<file path="config.mk">
export PLATFORM = sky130hd
export DESIGN_NAME = domain_reset_responder
export DESIGN_NICKNAME = d
export VERILOG_FILES = /design/src/rtl/domain_reset_responder.sv
export SDC_FILE = /design/constraint.sdc
export NUM_CORES = 1
export LEC_CHECK = 0
export BUFFER_PORTS_ARGS = -buffer_cell sky130_fd_sc_hd__buf_2
export CORE_MARGIN = 5
export CORE_UTILIZATION = 35
export CTS_CLUSTER_DIAMETER = 200
export DETAILED_ROUTE_END_ITERATION = 8
export GPL_TIMING_DRIVEN = 0
export HOLD_SLACK_MARGIN = 0.12
export SYNTH_ARGS = -nofsm -noshare
export SYNTH_HDL_FRONTEND = slang
export SYNTH_SLANG_ARGS = --single-unit
</file>
<file path="constraint.sdc">
create_clock -name SYS_CLK -period 5.07 [get_ports SYS_CLK]
set_input_delay 1.521 -clock SYS_CLK [delete_from_list [all_inputs] [get_ports SYS_CLK]]
set_output_delay 1.521 -clock SYS_CLK [all_outputs]
set_load 0.05 [all_outputs]
</file>
<file path="src/rtl/domain_reset_responder.sv">
// Per-domain reset responder: stretches a one-cycle reset pulse into a local reset,
// then waits for the datapath's INIT_DONE with bounded retries before declaring a fault.
module domain_reset_responder #(
  parameter int HOLD_CYCLES    = 16,
  parameter int TIMEOUT_CYCLES = 1024,
  parameter int MAX_RETRY      = 3,
  localparam int RCW     = (MAX_RETRY > 0) ? $clog2(MAX_RETRY + 1) : 1,
  localparam int CNT_MAX = (HOLD_CYCLES > TIMEOUT_CYCLES) ? HOLD_CYCLES : TIMEOUT_CYCLES,
  localparam int CW      = $clog2(CNT_MAX + 1)
) (
  input  logic           SYS_CLK,
  input  logic           RST_N,
  input  logic           RST_PULSE,
  input  logic           INIT_DONE,
  output logic           LOCAL_RST,
  output logic           DOMAIN_READY,
  output logic           RETRY_REQ,
  output logic           TIMEOUT_ERR,
  output logic [RCW-1:0] RETRY_CNT
);

  typedef enum logic [2:0] {
    IDLE     = 3'd0,
    HOLD     = 3'd1,
    WAIT_RDY = 3'd2,
    READY    = 3'd3,
    FAULT    = 3'd4
  } state_t;

  state_t         state_q, state_d;
  logic [CW-1:0]  cnt_q, cnt_d;
  logic [RCW-1:0] retry_cnt_q, retry_cnt_d;
  logic           retry_req_q, retry_req_d;
  logic           local_rst_q, local_rst_d;
  logic           domain_ready_q, domain_ready_d;
  logic           timeout_err_q, timeout_err_d;

  // Next-state, counters and next-output values; outputs are derived from the next state
  // so the registered outputs always agree with the state they describe.
  always_comb begin
    state_d     = state_q;
    cnt_d       = cnt_q;
    retry_cnt_d = retry_cnt_q;
    retry_req_d = 1'b0;

    if (RST_PULSE) begin
      state_d     = HOLD;
      cnt_d       = '0;
      retry_cnt_d = '0;
    end else begin
      case (state_q)
        IDLE: begin
          state_d = IDLE;
        end
        HOLD: begin
          if (cnt_q == CW'(HOLD_CYCLES)) begin
            state_d = WAIT_RDY;
            cnt_d   = '0;
          end else begin
            cnt_d = cnt_q + CW'(1);
          end
        end
        WAIT_RDY: begin
          // INIT_DONE wins over a timeout landing on the same edge.
          if (INIT_DONE) begin
            state_d = READY;
            cnt_d   = '0;
          end else if (cnt_q == CW'(TIMEOUT_CYCLES)) begin
            cnt_d = '0;
            if (retry_cnt_q < RCW'(MAX_RETRY)) begin
              state_d     = HOLD;
              retry_cnt_d = retry_cnt_q + RCW'(1);
              retry_req_d = 1'b1;
            end else begin
              state_d = FAULT;
            end
          end else begin
            cnt_d = cnt_q + CW'(1);
          end
        end
        READY: begin
          if (!INIT_DONE) begin
            state_d = WAIT_RDY;
            cnt_d   = '0;
          end else begin
            state_d = READY;
          end
        end
        FAULT: begin
          state_d = FAULT;
        end
        default: begin
          state_d = IDLE;
          cnt_d   = '0;
        end
      endcase
    end

    local_rst_d    = (state_d == IDLE) || (state_d == HOLD) || (state_d == FAULT);
    domain_ready_d = (state_d == READY);
    timeout_err_d  = (state_d == FAULT);
  end

  // State, counter and registered-output flops.
  always_ff @(posedge SYS_CLK or negedge RST_N) begin
    if (!RST_N) begin
      state_q        <= IDLE;
      cnt_q          <= '0;
      retry_cnt_q    <= '0;
      retry_req_q    <= 1'b0;
      local_rst_q    <= 1'b1;
      domain_ready_q <= 1'b0;
      timeout_err_q  <= 1'b0;
    end else begin
      state_q        <= state_d;
      cnt_q          <= cnt_d;
      retry_cnt_q    <= retry_cnt_d;
      retry_req_q    <= retry_req_d;
      local_rst_q    <= local_rst_d;
      domain_ready_q <= domain_ready_d;
      timeout_err_q  <= timeout_err_d;
    end
  end

  assign LOCAL_RST    = local_rst_q;
  assign DOMAIN_READY = domain_ready_q;
  assign RETRY_REQ    = retry_req_q;
  assign TIMEOUT_ERR  = timeout_err_q;
  assign RETRY_CNT    = retry_cnt_q;

endmodule

</file>
* Yosys cells after proc, flatten, opt, wreduce, memory -nomap -nowiden *
Index checks and enable logic that the tools add are counted.

storage, ports and cells
  register bits after elaboration = 20
  bits of input ports = 4
  output and inout port bits = 6
  logic and storage cells = 55

cells by class
  add/sub/neg operators = 2
  order comparisons = 1
  equality and inequality tests = 12
  muxes and demuxes = 23
  reductions and logical operators = 10

operator list
  cell                                                                     number
  11-bit two-way mux                                                       5
  11-bit case mux with 4 select lines                                      1
  3-bit two-way mux                                                        5
  3-bit case mux with 4 select lines                                       1
  11-bit by 1-bit adder with 11-bit output (second input constant)         1
  11-bit equality test (second input constant)                             1
  11-bit by 5-bit equality test with 1-bit output (second input constant)  1
  2-bit two-way mux                                                        5
  3-bit by 2-bit equality test with 1-bit output (second input constant)   3
  3-bit by 1-bit equality test with 1-bit output (second input constant)   2
  3-bit equality test (second input constant)                              2
  3-bit logical NOT                                                        2
  1-bit two-way mux                                                        6
  2-bit nonzero test                                                       3
  4-bit AND reduction                                                      1
  3-bit != test (second input constant)                                    1
  2-bit by 1-bit adder with 2-bit output (second input constant)           1
  1-bit logical OR                                                         2
  2-bit less-than comparator (second input constant)                       1
  2-bit by 1-bit != test with 1-bit output (second input constant)         1
  2-bit != test (second input constant)                                    1
  2-bit AND reduction                                                      1
  2-bit OR reduction                                                       1

* Logic depth before layout (Yosys ltp) *
Gate-level depths: netlist of the first run.

  depth after elaboration = 9
  mapped depth = 9
  mapped depth without buffers = 7

* Worst setup path after synthesis of the first run *
No wires, ideal clock.

  path kind = input -> register
  start point = input INIT_DONE
  end point = register cnt_q[4]
  setup time = 0.078 ns
  arrival = 2.905 ns
  required time = 4.992 ns
  path slack = 2.087 ns
  stages on the path = 6
  path buffers = 1
  path through = or4b_2 -> nor2_1 -> a2bb2oi_4 -> buf_6 -> o21ai_2 -> o2bb2ai_1

between the ends
  longest elaborated chain between the ends = 3
  elaborated cells between the ends (all ways) = 5
  classes of those cells = 1 x eq/ne; 3 x mux; 1 x reduce/logical

RTL lines
  what                                 RTL line  source
  start, declared                      14        input logic INIT_DONE,
  11-bit two-way mux                   65        if (INIT_DONE) begin
  11-bit case mux with 4 select lines  51        case (state_q)
  11-bit two-way mux                   46        if (RST_PULSE) begin
  end signal, assigned                 116       cnt_q <= cnt_d;
  end, declared                        31        logic [CW-1:0] cnt_q, cnt_d;

Parallel ways exist; a longest one is shown, timed or not.
A chain may end at the register's enable or synchronous reset.

* Final worst setup path of the first run *
Ends and elaborated chain as after synthesis.

==> flow_results.org, run 1 <==
** Status
- Outcome :: completed

** Yosys
- Average size of a mapped cell :: between 10 and 15 µm²
- Number of nets in the synthesized netlist :: ~120
- In this run, distinct cell masters in the synthesized netlist total 41.
- Most used DFF post-synth :: sky130_fd_sc_hd__dfrtp_1
- After synthesis the cells add up to roughly 1100 µm².
- Counting flops with a built-in enable in the synthesized netlist gives 0.
- In the synthesized netlist, the number of instances is 109.
- In this run, synthesis produced a sequential element count of 20.
- Fraction of registers with async set/reset :: 100%
- The share of the Yosys chip area taken by registers is 44.8%.
- Synth warnings :: 0

** Worst setup path
- For the worst setup path, the data required time is ~5.3 ns.
- Worst-path fanout max :: 10
- Signal arrival time at the worst endpoint :: 3.14 ns
- The worst setup path is captured at a flip-flop.
- CP startpoint kind :: input port
- Setup Crit Path Kind :: input port to flip-flop
- Cells on worst reg2reg path :: 9

** Finish
- Final Util :: about two fifths
- The number of antenna diodes in the final layout is 0.
- Of the cells placed in the final design, the portion with a size suffix greater than 1 is 25.4%.
- From synthesis to final layout, the design area changed by 12.2%.
- Fin nets :: 130

** STA
- For the pin with the worst max-slew slack, the measured transition is between 0.6 and 0.7 ns.
- Setup violations remaining at the end of the flow were counted as 0.
- Clock period minus final worst setup slack :: ~2.9 ns
- After routing, the total negative slack on setup checks comes to 0 ns.
- The number of hold violations in the final report was 0.
- Ratio of final minimum period to clock period :: ~57%
- Static timing analysis puts the maximum clock frequency at roughly 340 MHz.
- Setup repair after global routing missed its margin :: false
- Normalized max-slew margin :: between 50% and 60%
- Pins over their slew limit :: 0
- Setup skew after layout :: 0.00141 ns

** Routing
- Ratio of routed vias to standard cells :: ~5.2
- DRT antenna net count :: 0
- The routed layout has a little under 900 vias.
- The first routing iteration left 42 violations.
- In the final routed layout, each cell accounts on average for ~13 µm.
- For this run, the detailed router's first-pass iteration total came to 4.
- After detailed routing, the total wire length is between 2000 and 2500 µm.
- After detailed routing, the number of remaining DRC violations is 0.

** Clock network
- Clock latency on the worst-skew pair, taken at its later pin, is approximately 0.3 ns.
- Once the clock tree was built, the resizer swapped 0 gates to a different size.
- The clock passes through at most 2 buffers.
- Clock root buffer :: sky130_fd_sc_hd__clkbuf_4
- Setup repair bufs after CTS :: 0
- For this design, the sink count on the clock tree is 20.
- TritonCTS built the clock tree.
- H-tree lvl count :: 1
- In this run, post-CTS hold repair placed 0 buffers.
- After clock tree synthesis, the clock-pin slew on the worst setup and hold paths is 0.12 ns.
- Clock buffer count from CTS :: 3

** Placed design
- At the end of routability-driven placement, the weighted congestion stood at a little over 0.7.
- Total of buffers placed on input and output ports :: 9
- Detailed placement ended at an HPWL of between 1500 and 2000 µm.

** Power and ir drop
- Worst IR Drop VDD :: between 100 and 150 µV
- Pwr Total :: 317 µW
- In this run the static leakage power is ~0.56 nW.
- Power per standard cell area :: 252 nW/µm²

** Global route
- Overall Global Routing Usage :: approximately 11%
- Sum of overflow across all layers after global routing :: 0
- The number of antenna violations at the first check in global routing came to 0.
- Entering global routing, the biggest net connects 21 pins.
- The via count of the first global-routing pass came to around 860.
- Wire length of the first global-routing pass :: ~3800 µm

** Die
- Die H :: 66.6 µm
- Measured along the x axis, the die boundary spans ~67 µm.
- Core footprint :: 3050 µm²
- Number of standard-cell rows in the floorplan :: 20
- DIE AREA :: roughly 4400 µm²
- For this configuration, the core starts out at a cell density of between 30 and 40%.
- 10 I/O pins were placed.

** Flow run
- The tool flagged a number of max-cap violations equal to 0.

** Worst hold path
- Type of the tightest min-delay check :: flip-flop to flip-flop
- Hold Crit Depth :: 1
[synthesized netlist by cell type (all sizes together) (2+ instances only)]
cell,number,share of area (%)
ha,3,3.4
or4b,2,2.1
a21o,4,2.7
dfrtp,19,42
o22ai,2,1.1
nor4,2,1.1
nor3,3,2.3
o22a,2,1.6
inv,6,2.0
nor2,11,3.7
o21ai,8,3.9
buf,2,2.0
xnor2,2,1.6
and3,4,2.6
nand3,4,1.8
a21oi,5,3.2
a2bb2oi,2,3.1
or4,2,1.7
nand2,10,3.4
or3,2,1.1
[path summary, 6_finish.rpt]
kind                             from          to  slack [ns]
min in group asynchronous       RST_N   RETRY_REQ        1.15
setup / recovery            INIT_DONE    cnt_q[4]        2.17
setup reg to reg             cnt_q[0]    cnt_q[9]        2.56
max in group asynchronous       RST_N   LOCAL_RST        3.58
hold / removal             state_q[2]  state_q[1]        0.54
hold reg to reg            state_q[2]  state_q[1]        0.54
[layout by cell type, fill, tap and decap left out, types with 2 or more instances in the layout]
master / netlist / final
sky130_fd_sc_hd__a21o_1: 4 / 4
sky130_fd_sc_hd__a21oi_1: 2 / 2
sky130_fd_sc_hd__a21oi_2: 3 / 3
sky130_fd_sc_hd__and3_2: 3 / 3
sky130_fd_sc_hd__buf_2: 0 / 9
sky130_fd_sc_hd__buf_6: 2 / 2
sky130_fd_sc_hd__clkbuf_4: 0 / 3
sky130_fd_sc_hd__dfrtp_1: 19 / 19
sky130_fd_sc_hd__ha_1: 3 / 3
sky130_fd_sc_hd__inv_1: 6 / 6
sky130_fd_sc_hd__nand2_1: 10 / 10
sky130_fd_sc_hd__nand3_1: 4 / 4
sky130_fd_sc_hd__nor2_1: 11 / 11
sky130_fd_sc_hd__nor3_1: 2 / 2
sky130_fd_sc_hd__nor4_1: 2 / 2
sky130_fd_sc_hd__o21ai_0: 7 / 7
sky130_fd_sc_hd__o22a_1: 2 / 2
sky130_fd_sc_hd__o22ai_1: 2 / 2
sky130_fd_sc_hd__or3_1: 2 / 2
sky130_fd_sc_hd__xnor2_1: 2 / 2
[metal layers]
layer	GRT usage, %	wire [µm]	up-vias
met3	3.20	85	2
met5	0	0	-
met1	14.1	994	421
met4	6.35	15	0
li1	-	-	425
met2	17.0	1030	18
[cells by family (layout without fill, tap and decap cells)]
group / after synthesis / in the layout / synth area share, %
xor gates and xnor gates: 3 / 3 / 2.35
buffers and inverters: 9 / 22 / 4.36
muxes: 1 / 1 / 0.894
AOI/OAI and AO/OA: 27 / 27 / 18.9
and+or+nand+nor: 46 / 46 / 25.4
adders and majority gates: 3 / 3 / 3.35
DFF: 20 / 20 / 44.8
[stage by stage]
stage / area [µm²] / setup slack (ns) / hold WS (ns) / instances
after detailed placement: 1220 / 1.86 / 0.529 / 162
after floorplan: 1120 / 2.09 / 0.454 / 109
after CTS: 1260 / 2.17 / 0.546 / 166
after global placement: 1220 / 1.88 / 0.505 / 162
after global routing: 1260 / 2.09 / 0.579 / 166
final: 1260 / 2.17 / 0.539 / 166
[registers in the layout, indices dropped and copies added (netlist names)]
signal,count
RETRY_CNT,2
cnt_q,11
RETRY_REQ,1
LOCAL_RST,1
TIMEOUT_ERR,1
state_q,3
DOMAIN_READY,1
[worst max-delay path, stage by stage]
cell,delay [ns]
sky130_fd_sc_hd__buf_2,0.12
sky130_fd_sc_hd__or4b_2,0.76
sky130_fd_sc_hd__nor2_1,0.21
sky130_fd_sc_hd__a2bb2oi_4,0.12
sky130_fd_sc_hd__buf_6,0.16
sky130_fd_sc_hd__o21ai_2,0.13
sky130_fd_sc_hd__o2bb2ai_1,0.11
[where the power goes]
| part | leakage, nW | internal (mW) | switching, mW |
|---|---|---|---|
| clock network | 0.0210 | 0.0438 | 0.0506 |
| logic | 0.270 | 0.0213 | 0.0280 |
| registers | 0.269 | 0.166 | 0.00737 |
[layout make-up]
class | instances | area, µm²
Fill cell | 325 | 1800
Multi-Input combinational cell | 80 | 569
Sequential cell | 20 | 502
Tap cell | 44 | 55.1
Timing Repair Buffer | 9 | 45.0
Clock buffer | 4 | 36.3
Buffer | 3 | 26.3
Inverter | 6 | 22.5
No activity file was read; power rests on OpenSTA's default activity.
==> run 2, diff against run 1 <==
==> constraint.sdc (replaced) <==
create_clock -name SYS_CLK -period 2.4 [get_ports SYS_CLK]
set_input_delay 0.72 -clock SYS_CLK [delete_from_list [all_inputs] [get_ports SYS_CLK]]
set_output_delay 0.72 -clock SYS_CLK [all_outputs]
set_load 0.05 [all_outputs]
==> run 2 against run 1 <==
The run now ends with negative setup slack left. Die area did not move. Routed wire length increased by 3.2%. Clock skew is essentially flat. Critical endpoint is now cnt_q[2].
==> flow_results.org, run 2 (synthesis gave the netlist of run 1 again) <==
** Status
- The flow ran to the end, but the final reports show violations.
- The final reports fail on negative setup slack.

** Placed design
- Post-Place Setup Slack :: -0.110 ns
- Total of buffers placed on input and output ports :: 9
- Post-DP HPWL :: between 1500 and 2000 µm
- Once placement completed, the tool counted placed cells totaling about 160.
- Post-place instance area :: approximately 1200 µm²
- At the end of routability-driven placement, the weighted congestion stood at slightly above 0.7.

** Finish
- Max reg flops :: 11
- Ranked by flip-flop count, first place goes to cnt_q.
- Fin cells :: 170
- Most common library cell in the layout ignoring fill and taps :: sky130_fd_sc_hd__dfrtp_1
- The post-route netlist has around 29% of its cells at a drive strength greater than 1.
- Final instance area :: approximately 1300 µm²
- Antenna diodes :: 0
- Most frequent cells in the layout :: sky130_fd_sc_hd__dfrtp_1 (19), sky130_fd_sc_hd__nor2_1 (11), sky130_fd_sc_hd__nand2_1 (10)
- Fin nets :: 134
- From synthesis to final layout, the design area changed by 16.1%.

** Global route
- Wire length of the first global-routing pass :: about 3800 µm
- The total overflow left after global routing is 0.
- Largest net degree at the start of global routing :: 21
- The via count of the first global-routing pass was roughly 860.
- For this run, the total global-route usage over all layers was measured as 11.2%.
- The number of antenna violations at the first check in global routing is 0.

** Die
- Number of standard-cell rows in the floorplan :: 20
- The floorplan step set the die height to around 67 µm.
- In this run the standard cell core region covers between 3000 and 4000 µm².
- Width of the die :: roughly 67 µm
- DIE AREA :: 4430 µm²
- I/O pin count :: 10
- Once the floorplan was initialized, standard cells occupied between 30% and 40% of the core.

** Routing
- The count of nets left with antenna violations once routing finished came out at 0.
- Wire length per cell after detailed routing :: roughly 13 µm
- Ratio of routed vias to standard cells :: 5.22
- DRT Wirelength :: around 2200 µm
- After detailed routing, the number of remaining DRC violations is 0.
- For this block, the via count after detailed routing is ~890.
- After the first detailed-routing iteration, the DRC count stood at 30.
- Number of detailed-routing iterations run before antenna repair :: 5

** Clock network
- Clk slew on worst S/H paths :: roughly 0.12 ns
- Clock tree synthesis selected as its root buffer the cell sky130_fd_sc_hd__clkbuf_4.
- Hold repair after CTS inserted 0 buffers.
- TritonCTS built the clock tree.
- Clock latency reported for the late side of the worst-skew pair :: 0.30 ns
- In this run the deepest clock path goes through 2 buffers.
- In this run the number of H-tree levels came out at 1.
- The number of clock buffers added by TritonCTS is 3.
- Clock sink count :: 20

** STA
- Hold Slack :: between 0.3 and 0.4 ns
- The number of hold violations in the final report is 0.
- The worst path in the final design needs a cycle of ~2.4 ns, including I/O delays and setup.
- After layout, the worst path uses 100% of the clock period.
- Setup repair after global routing missed its margin :: true
- Setup skew after layout :: about 0.0019 ns
- At the pin with the least slew margin, the transition time is between 0.6 and 0.7 ns.
- Fmax achieved :: roughly 420 MHz
- Setup violations remaining at the end of the flow were counted as 3.
- Pins over their slew limit :: 0
- The worst pin sits at a relative slew slack of approximately three fifths.
- After layout, the worst setup slack is -0.00845 ns.

** Worst setup path
- Type of element capturing the critical path :: flip-flop
- Grouping stages by cell kind, the critical path spends the most delay in simple AND/OR/NAND/NOR gates.
- Worst path max stage delay :: just under 0.6 ns
- In this run the worst path has a maximum fanout of 6.
- For the worst setup path, the data required time is around 2.6 ns.
- CP startpoint kind :: flip-flop
- Signal arrival time at the worst endpoint :: ~2.6 ns
- Cell with the largest stage delay on the worst path :: sky130_fd_sc_hd__or4_4
- Together, buffers and inverters on the worst path number 2.
- Total number of cells along the worst setup path :: 8
- The worst setup path is of the flip-flop to flip-flop kind.
- Measured in cells, the most critical reg-to-reg path has a length of 8.
- Ordered cell list for the critical path :: inv_1 -> ha_1 -> or4b_4 -> or4_4 -> a2bb2oi_4 -> buf_12 -> o21ai_0 -> a21o_1

** Power and ir drop
- The analysis attributes to cell leakage a power of 0.582 nW.
- Power per standard cell area :: ~540 nW/µm²
- Across the VDD grid, the largest voltage drop is roughly 230 µV.
- Pwr Total :: between 600 and 700 µW

** Worst hold path
- Type of the tightest min-delay check :: input port to asynchronous set/reset pin

** Flow run
- The tool flagged a number of max-cap violations equal to 0.
## run 2: where the power goes
group          switching [mW]  leakage [nW]  internal, mW  total (mW)
sequential             0.0147         0.269         0.351       0.365
clock                   0.108        0.0210        0.0926       0.200
combinational          0.0670         0.293        0.0671       0.134
## run 2: worst paths after layout
path                       startpoint          to  slack, ns
setup / recovery             cnt_q[0]    cnt_q[2]     -0.008
hold / removal                  RST_N   RETRY_REQ       0.35
setup reg to reg             cnt_q[0]    cnt_q[2]     -0.008
hold reg to reg            state_q[2]  state_q[1]       0.54
max in group asynchronous       RST_N   LOCAL_RST       1.72
min in group SYS_CLK       state_q[2]  state_q[1]       0.54
## run 2: what timing repair did
item	in CTS	in global routing
gates resized for setup	0	2
setup endpoints to repair	11	9
buffers inserted	2	3
pin swaps	1	5
## run 2: layout make-up
class / count / area, µm²
clock buffers: 4 / 36.3
repair buffers: 14 / 95.1
flip-flops and latches: 20 / 502
multi-input cells: 80 / 574
inverters: 6 / 22.5
fillers: 321 / 1750
well taps: 44 / 55.1
plain buffers: 2 / 15.0
## run 2: metal layers
layer  wire length (µm)  up-vias  global-route usage (%)
met3                102        6                    3.20
met2               1050       19                    17.6
met4                 27        0                    5.84
met1               1010      428                    13.9
met5                  0        -                       0
li1                   -      434                       -
## run 2: worst register-to-register path, delay by kind of cell (launching register included)
family          cells  cell delay (ns)
compound gates      3             0.48
fa+ha+maj           1             0.14
buf+inv             2             0.20
flops               1             0.44
simple gates        2             1.06
## run 2: stage by stage
stage	TNS [ns]	utilization, %
floorplan	0	-
global placement	-0.227	40.0
detailed placement	-0.438	40.0
CTS	0	41.7
global route	-0.645	42.6
finish	-0.0183	42.6
==> run 3, diff against run 2 <==
--- a/config.mk
+++ b/config.mk
@@ -12,6 +12,7 @@
 export DETAILED_ROUTE_END_ITERATION = 8
 export GPL_TIMING_DRIVEN = 0
 export HOLD_SLACK_MARGIN = 0.12
+export PLACE_DENSITY = 0.65
 export SYNTH_ARGS = -nofsm -noshare
 export SYNTH_HDL_FRONTEND = slang
 export SYNTH_SLANG_ARGS = --single-unit
==> run 3 against run 2 <==
The run now ends clean. Cell count rose by 1.2%. Cell area rose by 1.4%. First-iteration DRC count rose by 60%. Sequential power barely moved. Critical path depth did not move. Via count fell by 0.23%. Routed wire length fell by 0.59%. Sequential share of layout area fell by 0.55 points. Core utilization rose by 0.61 points. Critical endpoint is now cnt_q[9].
==> flow_results.org, run 3 (synthesis gave the netlist of run 1 again) <==
** Clock network
- Clock buffer count from CTS :: 3
- Clk slew on worst S/H paths :: about 0.12 ns
- In this run the number of H-tree levels came out at 1.
- The tree built by TritonCTS fans out to 20 sinks.
- The cell sitting at the root of the clock tree is a sky130_fd_sc_hd__clkbuf_4.
- The clock passes through at most 2 buffers.
- CTS tree :: built
- Clock latency on the worst-skew pair, taken at its later pin, is around 0.31 ns.
- Hold buffer count at CTS :: 0

** Global route
- The via count of the first global-routing pass came to about 800.
- Overall Global Routing Usage :: approximately 11%
- After global routing the overflow that remains totals 0.
- The first global-routing pass estimated 3680 µm of wire.
- Entering global routing, the biggest net connects 21 pins.
- Antenna violations before repair :: 0

** Worst setup path
- Ordered cell list for the critical path :: inv_1 -> ha_1 -> or4b_4 -> or4_4 -> a2bb2oi_4 -> buf_6 -> a21oi_2 -> o22a_1
- CP top delay family :: simple AND/OR/NAND/NOR gates
- Setup Crit Path Kind :: flip-flop to flip-flop
- Of all nets on the critical path, the largest fanout is 10.
- The number of buffers and inverters on the critical path is 2.
- STA classifies the critical path startpoint as a flip-flop.
- Signal arrival time at the worst endpoint :: 2.55 ns
- Worst path max stage delay :: approximately 0.58 ns
- Type of element capturing the critical path :: flip-flop
- CP Data Required Time :: approximately 2.6 ns
- On the critical path, the stage with the largest delay is an instance of sky130_fd_sc_hd__or4_4.

** Routing
- In the routed design, unresolved DRC markers number 0.
- After detailed routing, the average wire length per cell comes to about 13 µm.
- The routed layout has just under 900 vias.
- After detailed routing, the total wire length is 2180 µm.
- Number of detailed-routing iterations run before antenna repair :: 5
- Once detail routing completed, the nets flagged for antenna violations numbered 0.
- Using the TritonRoute via totals, the vias-per-cell ratio works out to around 5.1.
- Iteration-0 DRC count of the detailed router :: 48

** Die
- During I/O placement, the number of pins put on the boundary was 10.
- Number of standard-cell rows in the floorplan :: 20
- Width of the die :: around 67 µm
- The core region is just over 3000 µm².
- The die is roughly 67 µm tall.
- The die covers around 4400 µm².
- Once the floorplan was initialized, standard cells occupied 36.7% of the core.

** Finish
- In the layout the commonest cells are sky130_fd_sc_hd__dfrtp_1 (19), sky130_fd_sc_hd__nor2_1 (11), sky130_fd_sc_hd__nand2_1 (10).
- Fin nets :: between 100 and 150
- 0 antenna diodes ended up in the layout.
- Most common library cell in the layout ignoring fill and taps :: sky130_fd_sc_hd__dfrtp_1
- Counting flops per register, the top entry is cnt_q.
- After routing the design area is around 1300 µm².
- Final Util :: around 43%
- Layout-stage area growth over the synthesis result :: 17.8%
- Fraction of layout cells with a size suffix above 1 :: a little under a third
- Max reg flops :: 11

** Placed design
- Post-place instance area :: approximately 1200 µm²
- Post-DP HPWL :: about 1600 µm
- The congestion estimate from routability-driven global placement came to between 0.8 and 0.9.
- Buffers placed on the I/O ports in this run total 9.

** STA
- On the final layout, the worst clock skew is 0.00288 ns.
- Ratio of final minimum period to clock period :: around 97%
- Normalized max-slew margin :: between 60% and 70%
- For the pin with the worst max-slew slack, the measured transition is 0.577 ns.
- Hold Slack :: about 0.34 ns
- Pins over their slew limit :: 0
- Fmax achieved :: about 430 MHz
- Final setup TNS :: 0 ns
- Total setup violations reported at the end of the flow :: 0
- Number of hold violations in the final report :: 0
- The smallest clock period supported by the final layout is computed as ~2.3 ns.

** Power and ir drop
- Pleak :: slightly below 0.6 nW
- Total power for the finished layout comes to a little over 700 µW.
- Power per standard cell area :: ~550 nW/µm²
- Worst IR Drop VDD :: 472 µV

** Status
- Outcome :: completed

** Flow run
- Max-cap viol count :: 0

** Worst hold path
- Type of the tightest min-delay check :: input port to asynchronous set/reset pin
-- run 3: changes by cell type in the layout (fill, tap and decap cells not counted), sizes merged --
| cell | previous run | this run |
|---|---|---|
| buf | 15 | 17 |
-- run 3: metrics by stage --
step	std cells	worst slack (ns)
after floorplan	109	0.0803
after global placement	162	-0.0510
after global routing	172	-0.000658
after detailed placement	162	-0.0915
after CTS	168	0.0310
final	172	0.0619
-- run 3: report_power, final --
part           switching (mW)  leakage [nW]  internal [mW]
combinational          0.0729         0.304         0.0781
clock                   0.112        0.0210         0.0927
sequential             0.0125         0.269          0.351
total                   0.198         0.593          0.521
-- run 3: metal layers --
layer | GRT usage (%) | vias up | share of wire, %
met5 | 0 | - | 0
met4 | 3.05 | 0 | 1.3
met3 | 3.20 | 4 | 5.1
met2 | 17.7 | 18 | 48
met1 | 13.6 | 432 | 46
li1 | - | 431 | -
-- run 3: cell type report --
cell class,count,area [µm²]
Clock buffer,4,36.3
Inverter,6,22.5
Timing Repair Buffer,16,110
Multi-Input combinational cell,80,578
Sequential cell,20,502
Buffer,2,15.0
Tap cell,44,55.1
Fill cell,322,1730
-- run 3: worst paths after layout --
kind | cells past startpoint | startpoint | slack, ns | end
min in group SYS_CLK | 1 | state_q[2] | 0.54 | state_q[1]
max in group asynchronous | 1 | RST_N | 1.71 | LOCAL_RST
min reg2reg | 1 | state_q[2] | 0.54 | state_q[1]
max reg2reg | 8 | cnt_q[0] | 0.06 | cnt_q[9]
min | 1 | RST_N | 0.34 | RETRY_REQ
max | 8 | cnt_q[0] | 0.06 | cnt_q[9]
-- run 3: worst reg2reg max path: stages (launching register included) --
cell and delay [ns]:
sky130_fd_sc_hd__dfrtp_1 0.41, sky130_fd_sc_hd__inv_1 0.06, sky130_fd_sc_hd__ha_1 0.15, sky130_fd_sc_hd__or4b_4 0.47, sky130_fd_sc_hd__or4_4 0.58, sky130_fd_sc_hd__a2bb2oi_4 0.21
sky130_fd_sc_hd__buf_6 0.17, sky130_fd_sc_hd__a21oi_2 0.04, sky130_fd_sc_hd__o22a_1 0.16
-- run 3: what timing repair did --
item                                    CTS  global route
gates resized for setup                   0             5
pin swaps                                 1             4
buffers inserted                          3             4
endpoints found under the hold margin     0             0
endpoints found under the setup margin   11             7
